**src/rtl/muldiv_sequencer_pkg.sv**
```systemverilog
// Shared RV32M multiply/divide definitions: funct3 op codes, sequencer states
// and the M-extension funct7 that the control unit decodes to route ops here.
package muldiv_sequencer_pkg;

    localparam logic [6:0] FUNCT7_MULDIV = 7'b0000001;

    localparam logic [2:0] F3_MUL    = 3'b000;
    localparam logic [2:0] F3_MULH   = 3'b001;
    localparam logic [2:0] F3_MULHSU = 3'b010;
    localparam logic [2:0] F3_MULHU  = 3'b011;
    localparam logic [2:0] F3_DIV    = 3'b100;
    localparam logic [2:0] F3_DIVU   = 3'b101;
    localparam logic [2:0] F3_REM    = 3'b110;
    localparam logic [2:0] F3_REMU   = 3'b111;

    typedef enum logic [2:0] {
        ST_IDLE = 3'd0,
        ST_PREP = 3'd1,
        ST_CALC = 3'd2,
        ST_FIX  = 3'd3,
        ST_DONE = 3'd4
    } state_t;

    // Which operands are interpreted as two's complement for a given op.
    function automatic logic op_signed_a(input logic [2:0] f3);
        return (f3 == F3_MULH) || (f3 == F3_MULHSU) || (f3 == F3_DIV) || (f3 == F3_REM);
    endfunction

    function automatic logic op_signed_b(input logic [2:0] f3);
        return (f3 == F3_MULH) || (f3 == F3_DIV) || (f3 == F3_REM);
    endfunction

endpackage

```
**src/rtl/muldiv_step.sv**
```systemverilog
// One radix-2 iteration: shift-add for multiply, restoring trial-subtract for divide.
// hi/lo hold the product (mul) or remainder/quotient-with-dividend (div).
module muldiv_step #(
    parameter int XLEN = 32
) (
    input  logic            is_div,
    input  logic [XLEN-1:0] hi,
    input  logic [XLEN-1:0] lo,
    input  logic [XLEN-1:0] opnd,
    output logic [XLEN-1:0] hi_next,
    output logic [XLEN-1:0] lo_next
);

    logic [XLEN:0]   mul_sum;
    logic [XLEN:0]   div_shift;
    logic            div_fits;
    logic [XLEN-1:0] div_sub;

    always_comb begin
        mul_sum   = {1'b0, hi} + (lo[0] ? {1'b0, opnd} : '0);
        div_shift = {hi, lo[XLEN-1]};
        div_fits  = div_shift >= {1'b0, opnd};
        // The partial remainder stays below the divisor, so the low word of the difference is exact.
        div_sub   = div_shift[XLEN-1:0] - opnd;
        if (is_div) begin
            hi_next = div_fits ? div_sub : div_shift[XLEN-1:0];
            lo_next = {lo[XLEN-2:0], div_fits};
        end else begin
            hi_next = mul_sum[XLEN:1];
            lo_next = {mul_sum[0], lo[XLEN-1:1]};
        end
    end

endmodule

```
**src/rtl/muldiv_sequencer.sv**
```systemverilog
// Fixed-latency iterative RV32M unit: PREP, XLEN CALC iterations, FIX, then a one-cycle DONE.
// Holds the EX stage through busy; result is held until the next completed operation.
module muldiv_sequencer
    import muldiv_sequencer_pkg::*;
#(
    parameter int XLEN  = 32,
    parameter int CNT_W = 5
) (
    input  logic            clk,
    input  logic            rst_n,
    input  logic            start,
    input  logic [2:0]      funct3,
    input  logic [XLEN-1:0] op_a,
    input  logic [XLEN-1:0] op_b,
    input  logic            flush,
    output logic            ready,
    output logic            busy,
    output logic            done,
    output logic [XLEN-1:0] result
);

    localparam logic [XLEN-1:0] MOST_NEG = {1'b1, {(XLEN-1){1'b0}}};

    state_t            state;
    logic [CNT_W-1:0]  cnt;
    logic [2:0]        f3_q;
    logic [XLEN-1:0]   raw_a;
    logic [XLEN-1:0]   raw_b;
    logic [XLEN-1:0]   opnd;
    logic [XLEN-1:0]   hi;
    logic [XLEN-1:0]   lo;
    logic              sign_a;
    logic              sign_b;
    logic              div_zero;
    logic              ovf;

    logic              is_div;
    logic              neg_a;
    logic              neg_b;
    logic [XLEN-1:0]   mag_a;
    logic [XLEN-1:0]   mag_b;
    logic [XLEN-1:0]   hi_next;
    logic [XLEN-1:0]   lo_next;
    logic [2*XLEN-1:0] prod_fix;
    logic [XLEN-1:0]   quo_fix;
    logic [XLEN-1:0]   rem_fix;
    logic [XLEN-1:0]   fix_result;

    assign is_div = f3_q[2];

    always_comb begin
        neg_a = op_signed_a(f3_q) & raw_a[XLEN-1];
        neg_b = op_signed_b(f3_q) & raw_b[XLEN-1];
        mag_a = neg_a ? -raw_a : raw_a;
        mag_b = neg_b ? -raw_b : raw_b;
    end

    muldiv_step #(.XLEN(XLEN)) u_step (
        .is_div  (is_div),
        .hi      (hi),
        .lo      (lo),
        .opnd    (opnd),
        .hi_next (hi_next),
        .lo_next (lo_next)
    );

    // Sign correction and result selection; special divide cases override the iterated value.
    always_comb begin
        prod_fix = (sign_a ^ sign_b) ? -{hi, lo} : {hi, lo};
        quo_fix  = (sign_a ^ sign_b) ? -lo : lo;
        rem_fix  = sign_a ? -hi : hi;
        fix_result = '0;
        if (!is_div) begin
            fix_result = (f3_q == F3_MUL) ? prod_fix[XLEN-1:0] : prod_fix[2*XLEN-1:XLEN];
        end else if (!f3_q[1]) begin
            if (div_zero)
                fix_result = '1;
            else if (ovf)
                fix_result = MOST_NEG;
            else
                fix_result = quo_fix;
        end else begin
            if (div_zero)
                fix_result = raw_a;
            else if (ovf)
                fix_result = '0;
            else
                fix_result = rem_fix;
        end
    end

    always_ff @(posedge clk or negedge rst_n) begin
        if (!rst_n) begin
            state    <= ST_IDLE;
            cnt      <= '0;
            f3_q     <= '0;
            raw_a    <= '0;
            raw_b    <= '0;
            opnd     <= '0;
            hi       <= '0;
            lo       <= '0;
            sign_a   <= 1'b0;
            sign_b   <= 1'b0;
            div_zero <= 1'b0;
            ovf      <= 1'b0;
            result   <= '0;
            done     <= 1'b0;
            busy     <= 1'b0;
            ready    <= 1'b1;
        end else begin
            done <= 1'b0;
            if (flush && state != ST_IDLE) begin
                state <= ST_IDLE;
                busy  <= 1'b0;
                ready <= 1'b1;
            end else begin
                case (state)
                    // Operands are captured at acceptance so the requester may drop them afterwards.
                    ST_IDLE, ST_DONE: begin
                        if (start && !flush) begin
                            f3_q  <= funct3;
                            raw_a <= op_a;
                            raw_b <= op_b;
                            state <= ST_PREP;
                            busy  <= 1'b1;
                            ready <= 1'b0;
                        end else begin
                            state <= ST_IDLE;
                        end
                    end
                    ST_PREP: begin
                        sign_a   <= neg_a;
                        sign_b   <= neg_b;
                        opnd     <= is_div ? mag_b : mag_a;
                        lo       <= is_div ? mag_a : mag_b;
                        hi       <= '0;
                        cnt      <= '0;
                        div_zero <= (raw_b == '0);
                        ovf      <= is_div && !f3_q[0] && (raw_a == MOST_NEG) && (raw_b == '1);
                        state    <= ST_CALC;
                    end
                    ST_CALC: begin
                        hi  <= hi_next;
                        lo  <= lo_next;
                        cnt <= cnt + 1'b1;
                        if (cnt == CNT_W'(XLEN-1))
                            state <= ST_FIX;
                    end
                    ST_FIX: begin
                        result <= fix_result;
                        state  <= ST_DONE;
                        done   <= 1'b1;
                        busy   <= 1'b0;
                        ready  <= 1'b1;
                    end
                    default: begin
                        state <= ST_IDLE;
                        busy  <= 1'b0;
                        ready <= 1'b1;
                    end
                endcase
            end
        end
    end

endmodule

```
**config.mk**
```make
export PLATFORM = sky130hd
export DESIGN_NAME = muldiv_sequencer
export DESIGN_NICKNAME = d
export VERILOG_FILES = /design/src/rtl/muldiv_sequencer_pkg.sv /design/src/rtl/muldiv_step.sv /design/src/rtl/muldiv_sequencer.sv
export SDC_FILE = /design/constraint.sdc
export NUM_CORES = 1
export LEC_CHECK = 0
export ABC_AREA = 1
export BUFFER_PORTS_ARGS = -buffer_cell sky130_fd_sc_hd__buf_2
export CORE_ASPECT_RATIO = 0.9
export CORE_MARGIN = 5
export CORE_UTILIZATION = 35
export CTS_BUF_LIST = sky130_fd_sc_hd__clkbuf_16
export CTS_CLUSTER_DIAMETER = 60
export DETAILED_ROUTE_END_ITERATION = 8
export PLACE_DENSITY = 0.6
export SETUP_SLACK_MARGIN = 0.02
export SLEW_MARGIN = 5
export SYNTH_ARGS = -nofsm -noshare
export SYNTH_HDL_FRONTEND = slang
export SYNTH_SLANG_ARGS = --single-unit
```
**constraint.sdc**
```tcl
create_clock -name clk -period 2.85 [get_ports clk]
set_input_delay 0.57 -clock clk [delete_from_list [all_inputs] [get_ports clk]]
set_output_delay 0.57 -clock clk [all_outputs]
set_load 0.02 [all_outputs]
```
==> results by stage, run 1 <==
Global routing:
- The total routing resource utilization after global routing is 0.3032.
- The number of global-route vias before repair is 23560.
- The number of antenna violations at the first check in global routing was 2.
- The remaining global-route overflow is 0.
- Entering global routing, the biggest net connects 77 pins.
- The global-route wire length before repair is 153400 um.

STA:
- The total count of hold-check failures in the final report is 0.
- In the finished design, the share of the clock period the worst path needs comes to 0.9678.
- Setup repair after global routing could not meet its margin everywhere.
- The maximum clock rate is between 300 and 400 MHz.
- The worst pin sits at a relative slew slack of 0.3340.
- The final total negative setup slack is 0 ps.
- For the pin with the worst max-slew slack, the measured transition is 999.0 ps.
- The number of slew-limit violations in the final report was 0.
- Setup violations remaining at the end of the flow were counted as 0.
- Subtracting the final worst setup slack from the clock period gives 2758 ps.
- The worst setup skew after layout is 32.14 ps.

Floorplanning:
- Pin placement for this block handled around 110 I/O pins.
- The die outline height is 245.3 um.
- The floorplan step defined a die boundary enclosing 0.06659 mm^2.
- For this configuration, the core starts out at a cell density of 0.3523.
- The width of the chip is 271.5 um.
- The initialized floorplan defines 86 standard-cell rows.
- The core region is 0.06112 mm^2.

Final layout:
- The final layout contains 4022 nets.
- Leaving out fill and tap cells, the most frequent cell in the layout is nand2_1.
- The area growth from synthesis to layout is 14.18%.
- The share of the core filled with cells in the final layout is 0.4023.
- In the final layout, the share of cells above drive strength 1 is 0.09538.
- The top cell types in the final layout, fill and taps aside, are nand2_1 (1318), inv_1 (513), nand3_1 (422).
- The layout has between 6000 and 7000 filler cells.

Synth:
- The area share of the largest cell type after synthesis is 0.2429.
- The number of synthesized flops with an enable pin is 0.
- The count of mapped cells out of synthesis is 3744.
- dfrtp_1 takes more of the synthesized area than any other cell.
- The flop and latch count out of synthesis is 210.
- Of all flip-flops after synthesis, the portion carrying an async set or reset was 1.000.
- The share of the Yosys chip area taken by registers is 0.2441.
- For this run, the leading register cell type out of synthesis is dfrtp_1.
- Yosys printed 0 warnings.
- Summing every instance area after synthesis gives ~0.022 mm^2.
- The distinct cell type count of the synthesized netlist is about 50.
- By area the synthesized netlist is led by dfrtp_1 (24%), nand2_1 (23%), nand3_1 (9.8%).
- When the netlist entered floorplanning its net count stood at 3888.
- The synthesized area per cell is 5.752 um^2.

Detailed routing:
- The via count normalized by instance count is 5.398.
- The final routed wire length divided by cell count is 22.21 um.
- The remaining antenna violation count is 0.
- The total wire length after detailed routing is around 100000 um.
- The number of DRC violations after detailed routing is 0.
- The violation count after the first detailed-route iteration is between 2000 and 3000.
- For this run, the detailed router's first-pass iteration total came to 6.
- Detailed routing inserted a total of roughly 25000 vias.

Outcome:
- The run finished with clean final reports.

Clock network:
- The number of setup buffers added after CTS is 0.
- The clock-pin slew of the registers on the worst-case setup and hold paths is 70 ps.
- The clock tree from TritonCTS is done.
- The tree is rooted in a clkbuf_16.
- The deepest level of the CTS H-tree is 1.
- The clock drives 210 sinks.
- TritonCTS created 30 clock buffers.
- The source-to-sink clock delay at the later pin of the worst-skew pair is ~600 ps.
- The buffer levels on the longest clock path is 3.

Setup path:
- STA classifies the critical path startpoint as a register.
- The biggest cell delay along the critical path is 420 ps.
- The kind of cell with the highest combined delay on the critical path is simple AND/OR/NAND/NOR gates.
- The buffers plus inverters on the worst setup path is 3.
- The type of the worst setup path is reg2reg.
- STA classifies the critical path endpoint as a register.
- The most frequent cell on the critical path is nand2_1.
- The peak fanout along the critical path is 9.
- Data on the critical path is required at its endpoint by 3330 ps.
- The signal on the critical path passes through buf_4 -> nand2_1 -> inv_1 -> ha_1 -> nand2_1 -> nor2_1 -> nand2_1 -> inv_1 -> nand4_1 -> nand4_1 -> nand3_1 -> nand4_1 -> nand2_1.
- The cell at the slowest stage of the critical path is dfrtp_1.
- Data arrives at the worst endpoint at 3240 ps.

Power and ir drop:
- Of the total power, the share spent switching nets is 0.6045.
- Of the total power, combinational logic draws 0.730.
- In this run the static leakage power is 13.29 nW.
- The share of total power dissipated in the clock network is 0.102.
- The net switching power of the design is 22.04 mW.
- The power per unit of standard cell area is 1483 mW/mm^2.
- The maximum VDD drop is approximately 0.00066 V.
- The internal portion of the total power is roughly 14 mW.
- The share of total power dissipated in sequential elements is 0.168.

Worst hold path:
- The worst hold path belongs to the class in2reg.

Job:
- The max-capacitance violation count is 0.

Place:
- The total half-perimeter wirelength after legalization and detailed placement is between 80000 and 90000 um.
- The congestion estimate from routability-driven global placement came to about 1.1.
- The port buffer count is 105.
[repair_timing]
item	4_1_cts	5_1_grt
resized for setup	0	12
endpoints found under the setup margin	0	12
hold buffers	1	0
hold endpoints to repair	55	0
[final cells by class]
type | count | area [um^2] | area share
Multi-Input combinational cell | 2868 | 13720 | 0.5580
Antenna cell | 1 | 2.502 | 0.0001018
Tap cell | 792 | 991.0 | 0.04030
Clock inverter | 24 | 230.2 | 0.009363
Clock buffer | 30 | 750.7 | 0.03053
Sequential cell | 210 | 5261 | 0.2140
Timing Repair Buffer | 239 | 1644 | 0.06687
Inverter | 529 | 1988 | 0.08086
[cells in the mapped netlist, types with 3 or more instances]
cell and count:
dfrtp_1 209, nand3_1 423, nand4_1 55, nand3b_1 13
a21boi_0 3, buf_6 5, and2_1 4, o21ai_1 22
o22ai_1 28, a21oi_1 129, ha_1 71, o31ai_1 6
nand3_2 4, o221ai_1 7, nand2_1 1319, or2_0 3
nand2_2 14, nor2_2 15, or2_2 4, o21bai_1 10
nor4_1 3, nor2_1 368, inv_2 16, nor3_4 3
inv_1 509, clkbuf_1 67, nor2_4 8, buf_1 18
xor2_1 66, o21ai_0 198, nor3_1 16, clkinv_1 4
xnor2_1 13, o211ai_1 35, buf_2 37, a31oi_1 8
buf_4 10
[worst paths after layout]
path,cells after the start,start,slack (ps),endpoint
worst max-delay path,13,lo[0],90,hi[18]
worst min-delay path,3,op_a[16],160,raw_a[16]
worst max register to register,13,lo[0],90,hi[18]
worst min register to register,2,result[17],480,result[17]
max in group asynchronous,3,rst_n,1560,hi[8]
min in group asynchronous,2,rst_n,470,state[1]
[through the flow]
step / hold slack (ps) / total power [mW] / instances / area, um^2 / worst slack [ps]
finish: 162.3 / 36.47 / 4693 / 24590 / 91.71
CTS: 138.1 / 35.74 / 4692 / 24540 / 102.1
floorplan: 274.4 / 21.99 / 3744 / 21530 / 336.1
global route: 161.5 / 39.00 / 4692 / 24580 / 19.58
detailed placement: 462.3 / 31.87 / 4637 / 23550 / 150.8
global placement: 461.5 / 32.00 / 4637 / 23550 / 121.7
[layer usage]
layer / vias to the layer above / global-route usage / wire [um]
met5: - / 0 / 25
met4: 4 / 0.1382 / 5970
met3: 249 / 0.06820 / 10210
met2: 1236 / 0.4532 / 43010
met1: 11670 / 0.4184 / 45000
li1: 12170 / - / -
[sequential cells by signal, indices dropped and copies added, names as in the netlist, 3 cells and up]
register  cells
cnt           5
f3_q          3
hi           32
lo           32
opnd         32
raw_a        32
raw_b        32
result       32
state         3
[kinds of logic (layout without fill, tap and decap cells)]
| family | count (synthesis) | in the layout | share of synthesized area |
|---|---|---|---|
| simple gates | 2257 | 2257 | 0.4408 |
| buf+inv | 666 | 822 | 0.1217 |
| compound gates | 459 | 459 | 0.1182 |
| flops | 210 | 210 | 0.2441 |
| xor+xnor | 79 | 79 | 0.03213 |
| fa+ha+maj | 73 | 73 | 0.04311 |
| other cells | 0 | 1 | 0 |
[worst min-delay path: stages]
cell	delay (ps)
buf_2	70
nand2_1	40
nand2_1	50
[power groups by stage]
stage,registers [mW],logic [mW],clock network [mW]
floorplan,5.73,16.3,0
global placement,6.08,25.9,0
detailed placement,6.08,25.8,0
CTS,6.04,25.9,3.79
global route,6.23,28.9,3.90
finish,6.13,26.6,3.73
Power figures use the tool's default switching activity.
==> run 2, diff against run 1 <==
--- a/config.mk
+++ b/config.mk
@@ -12,8 +12,10 @@
 export CORE_UTILIZATION = 35
 export CTS_BUF_LIST = sky130_fd_sc_hd__clkbuf_16
 export CTS_CLUSTER_DIAMETER = 60
+export CTS_CLUSTER_SIZE = 12
 export DETAILED_ROUTE_END_ITERATION = 8
 export PLACE_DENSITY = 0.6
+export RECOVER_POWER = 100
 export SETUP_SLACK_MARGIN = 0.02
 export SLEW_MARGIN = 5
 export SYNTH_ARGS = -nofsm -noshare
==> results by stage, run 2 (synthesis results as in run 1) <==
Global routing:
- The total routing resource utilization after global routing is 0.3030 (about the same).
- The remaining global-route overflow came to 0 (unchanged).
- The maximum number of pins on one net before global-route repair is 77 (unchanged).
- The number of global-route vias before repair is 23550 (-0.064%).
- The number of antenna violations at the first check in global routing is 2 (unchanged).
- The global-route wire length before repair is 153200 um (about the same).

Clock network:
- The source-to-sink clock delay at the later pin of the worst-skew pair is 590 ps (-20 ps).
- The deepest level of the CTS H-tree is 1 (unchanged).
- The TritonCTS buffer count is 27 (-10%).
- The clock tree root driver cell is clkbuf_16.
- The buffer levels on the longest clock path is 3 (unchanged).
- The number of clock sinks came to 210 (unchanged).
- The clock-pin slew of the registers on the worst-case setup and hold paths is 70 ps (about the same).
- The clock tree from TritonCTS is done.

Final layout:
- The layout filler cell count is 6922 (+0.52%).
- The area growth from synthesis to layout is 12.77%.
- The fraction of layout cells with a size suffix above 1 was 0.07916 (-0.01623).
- The share of the core filled with cells in the final layout is 0.3973 (-0.004975).
- The post-route non-filler standard cell count came to 4684 (-0.19%).
- The number of nets in the final layout is 4019 (-0.075%).
- The library cell used most frequently in the layout, excluding fill and tap cells, is nand2_1.
- The library cells used most frequently in the layout, excluding fill and tap cells, are nand2_1 (1322), inv_1 (514), nand3_1 (422).

Setup path:
- The number of cells on the worst reg-to-reg path was 12 (-1).
- The buffers plus inverters on the worst setup path came to 1 (-2).
- The required time of the critical path is 3270 ps (-60 ps).
- The kind of cell with the highest combined delay on the critical path is simple AND/OR/NAND/NOR gates.
- On the critical path, the stage with the largest delay is an instance of dfrtp_1.
- Walking the worst path, the cells encountered are ha_2 -> nand2_2 -> nor2_4 -> nand2_1 -> nor2_1 -> nand2_1 -> nand2_2 -> nor2_4 -> nand2_8 -> buf_4 -> o21ai_0 -> o221ai_1.
- The type of the worst setup path is reg2reg.
- The logic depth of the worst path, buffers included is 12 (-1).
- The peak fanout along the critical path is 29 (+20).
- The arrival time of data at the critical path endpoint is 3190 ps (-50 ps).
- The element type at the critical path end is a register.
- The worst setup path is launched from a register.
- The biggest cell delay along the critical path is 730 ps (+310 ps).

STA:
- The post-route worst hold slack came to 181.4 ps (+19.03 ps).
- The final setup violation count is 0 (unchanged).
- The total count of hold-check failures in the final report is 0 (unchanged).
- The number of slew-limit violations in the final report came to 61 (+61).
- The maximum clock rate is 360.3 MHz (-0.63%).
- The final period demand of the worst path was 2776 ps (+17.41 ps).
- Setup repair after global routing could not meet its margin everywhere.
- The share of the cycle needed by the critical path after routing was 0.9739 (+0.006111).
- The worst setup skew after layout is 23.43 ps (-8.712 ps).
- The transition time of the tightest slew-check pin was 1661 ps (+661.5 ps).
- The worst slew margin relative to its limit is -0.1070 (-0.4410).
- The final total negative setup slack was 0 ps (unchanged).

Floorplanning:
- The site row count is 86 (unchanged).
- The width of the chip is 271.5 um (unchanged).
- The die footprint is 0.06659 mm^2 (unchanged).
- The effective utilization at floorplan is 0.3523 (unchanged).
- The die outline height was 245.3 um (unchanged).
- The core box area is 0.06112 mm^2 (unchanged).
- The number of I/O pins is 106 (unchanged).

Job:
- The max-capacitance violation count is 1 (+1).

Place:
- The global placer's final weighted congestion is 1.081 (unchanged).
- The cell count after placement is 4637 (unchanged).
- The total half-perimeter wirelength after legalization and detailed placement was 85240 um (unchanged).
- The port buffer count is 105 (unchanged).

Detailed routing:
- The via count normalized by instance count is 5.406 (+0.16%).
- The remaining antenna violation count is 0 (unchanged).
- The total vias in the final route is 25320 (-0.028%).
- The final routed wire length divided by cell count was 22.31 um (+0.44%).
- The number of DRC violations after detailed routing came to 0 (unchanged).
- The first-pass iteration count of the detailed router came to 6 (unchanged).
- The total wire length after detailed routing came to 104500 um (+0.25%).
- The violation count after the first detailed-route iteration came to 2805 (-1.3%).

Power and ir drop:
- The leakage dissipation is 13.06 nW (-1.8%).
- The net switching power of the design is 21.92 mW (-0.55%).
- The combinational fraction of design power is 0.734 (+0.004).
- The cell internal power dissipation is 14.02 mW (-2.8%).
- The proportion of power drawn by the clock network is 0.095 (-0.007).
- The maximum VDD drop is 0.0006791 V (+3.3%).
- The power per unit of standard cell area came to 1480 mW/mm^2 (-0.21%).
- The net switching fraction of the power is 0.6100 (+0.005501).
- The part of the power in registers is 0.170 (+0.002).

Outcome:
- The checks that failed: max-capacitance violations, max-slew violations.
- The run finished, with violations left.

Worst hold path:
- In this run the worst hold path is classified as in2reg.
- The worst hold path depth is 3 (unchanged).
-- run 2: cell count changes in the layout (fill, tap and decap cells not counted), sizes merged --
cell | before | now
buf | 238 | 181
clkbuf | 30 | 84
clkinv | 13 | 7
clkinvlp | 3 | 2
inv | 535 | 536
-- run 2: final timing paths --
kind,to,slack [ps],startpoint
hold / removal,raw_b[1],180,op_b[1]
max in group asynchronous,raw_b[9],460,rst_n
setup reg to reg,lo[0],70,hi[8]
hold reg to reg,result[27],480,result[27]
min in group asynchronous,busy,920,rst_n
setup / recovery,lo[0],70,hi[8]
-- run 2: routing by layer --
metal	vias to the layer above	GRT usage	wire [um]
met5	-	0	28
met4	4	0.1347	5793
met3	236	0.06907	10060
met2	1183	0.4557	43390
met1	11750	0.4168	45200
li1	12160	-	-
-- run 2: through the flow --
stage	setup slack [ps]	area [um^2]	power (mW)
5_1_grt	-10.64	24280	38.45
3_5_place_dp	150.8	23550	31.87
3_3_place_gp	121.7	23550	32.00
6_report	74.30	24280	35.94
4_1_cts	108.6	24410	35.45
2_1_floorplan	336.1	21530	21.99
-- run 2: what timing repair did --
action	in CTS	in global routing
endpoints found under the hold margin	55	0
endpoints found under the setup margin	0	12
hold buffers	1	0
gates resized for setup	0	5
buffers inserted	0	0
-- run 2: cell type report --
class | instances | area, um^2 | area share
timing repair buffer | 239 | 1503 | 0.06188
clock inverter | 18 | 181.4 | 0.007471
sequential | 210 | 5260 | 0.2166
clock buffer | 27 | 675.6 | 0.02782
multi-input combinational | 2868 | 13680 | 0.5634
antenna | 1 | 2.502 | 0.0001031
inverter | 529 | 1988 | 0.08187
tap | 792 | 991.0 | 0.04081
-- run 2: power groups by stage --
| stage | combinational [mW] | sequential [mW] | clock, mW |
|---|---|---|---|
| after floorplan | 16.3 | 5.73 | 0 |
| after global placement | 25.9 | 6.08 | 0 |
| after detailed placement | 25.8 | 6.08 | 0 |
| after CTS | 25.9 | 6.04 | 3.49 |
| after global routing | 28.6 | 6.23 | 3.60 |
| final | 26.4 | 6.13 | 3.43 |
-- run 2: worst register-to-register path: stages (launching register included) --
cell      delay, ps
dfrtp_1         730
ha_2            460
nand2_2         150
nor2_4           50
nand2_1          80
nor2_1           70
nand2_1          90
nand2_2          60
nor2_4          150
nand2_8         200
buf_4           230
o21ai_0         170
o221ai_1        170
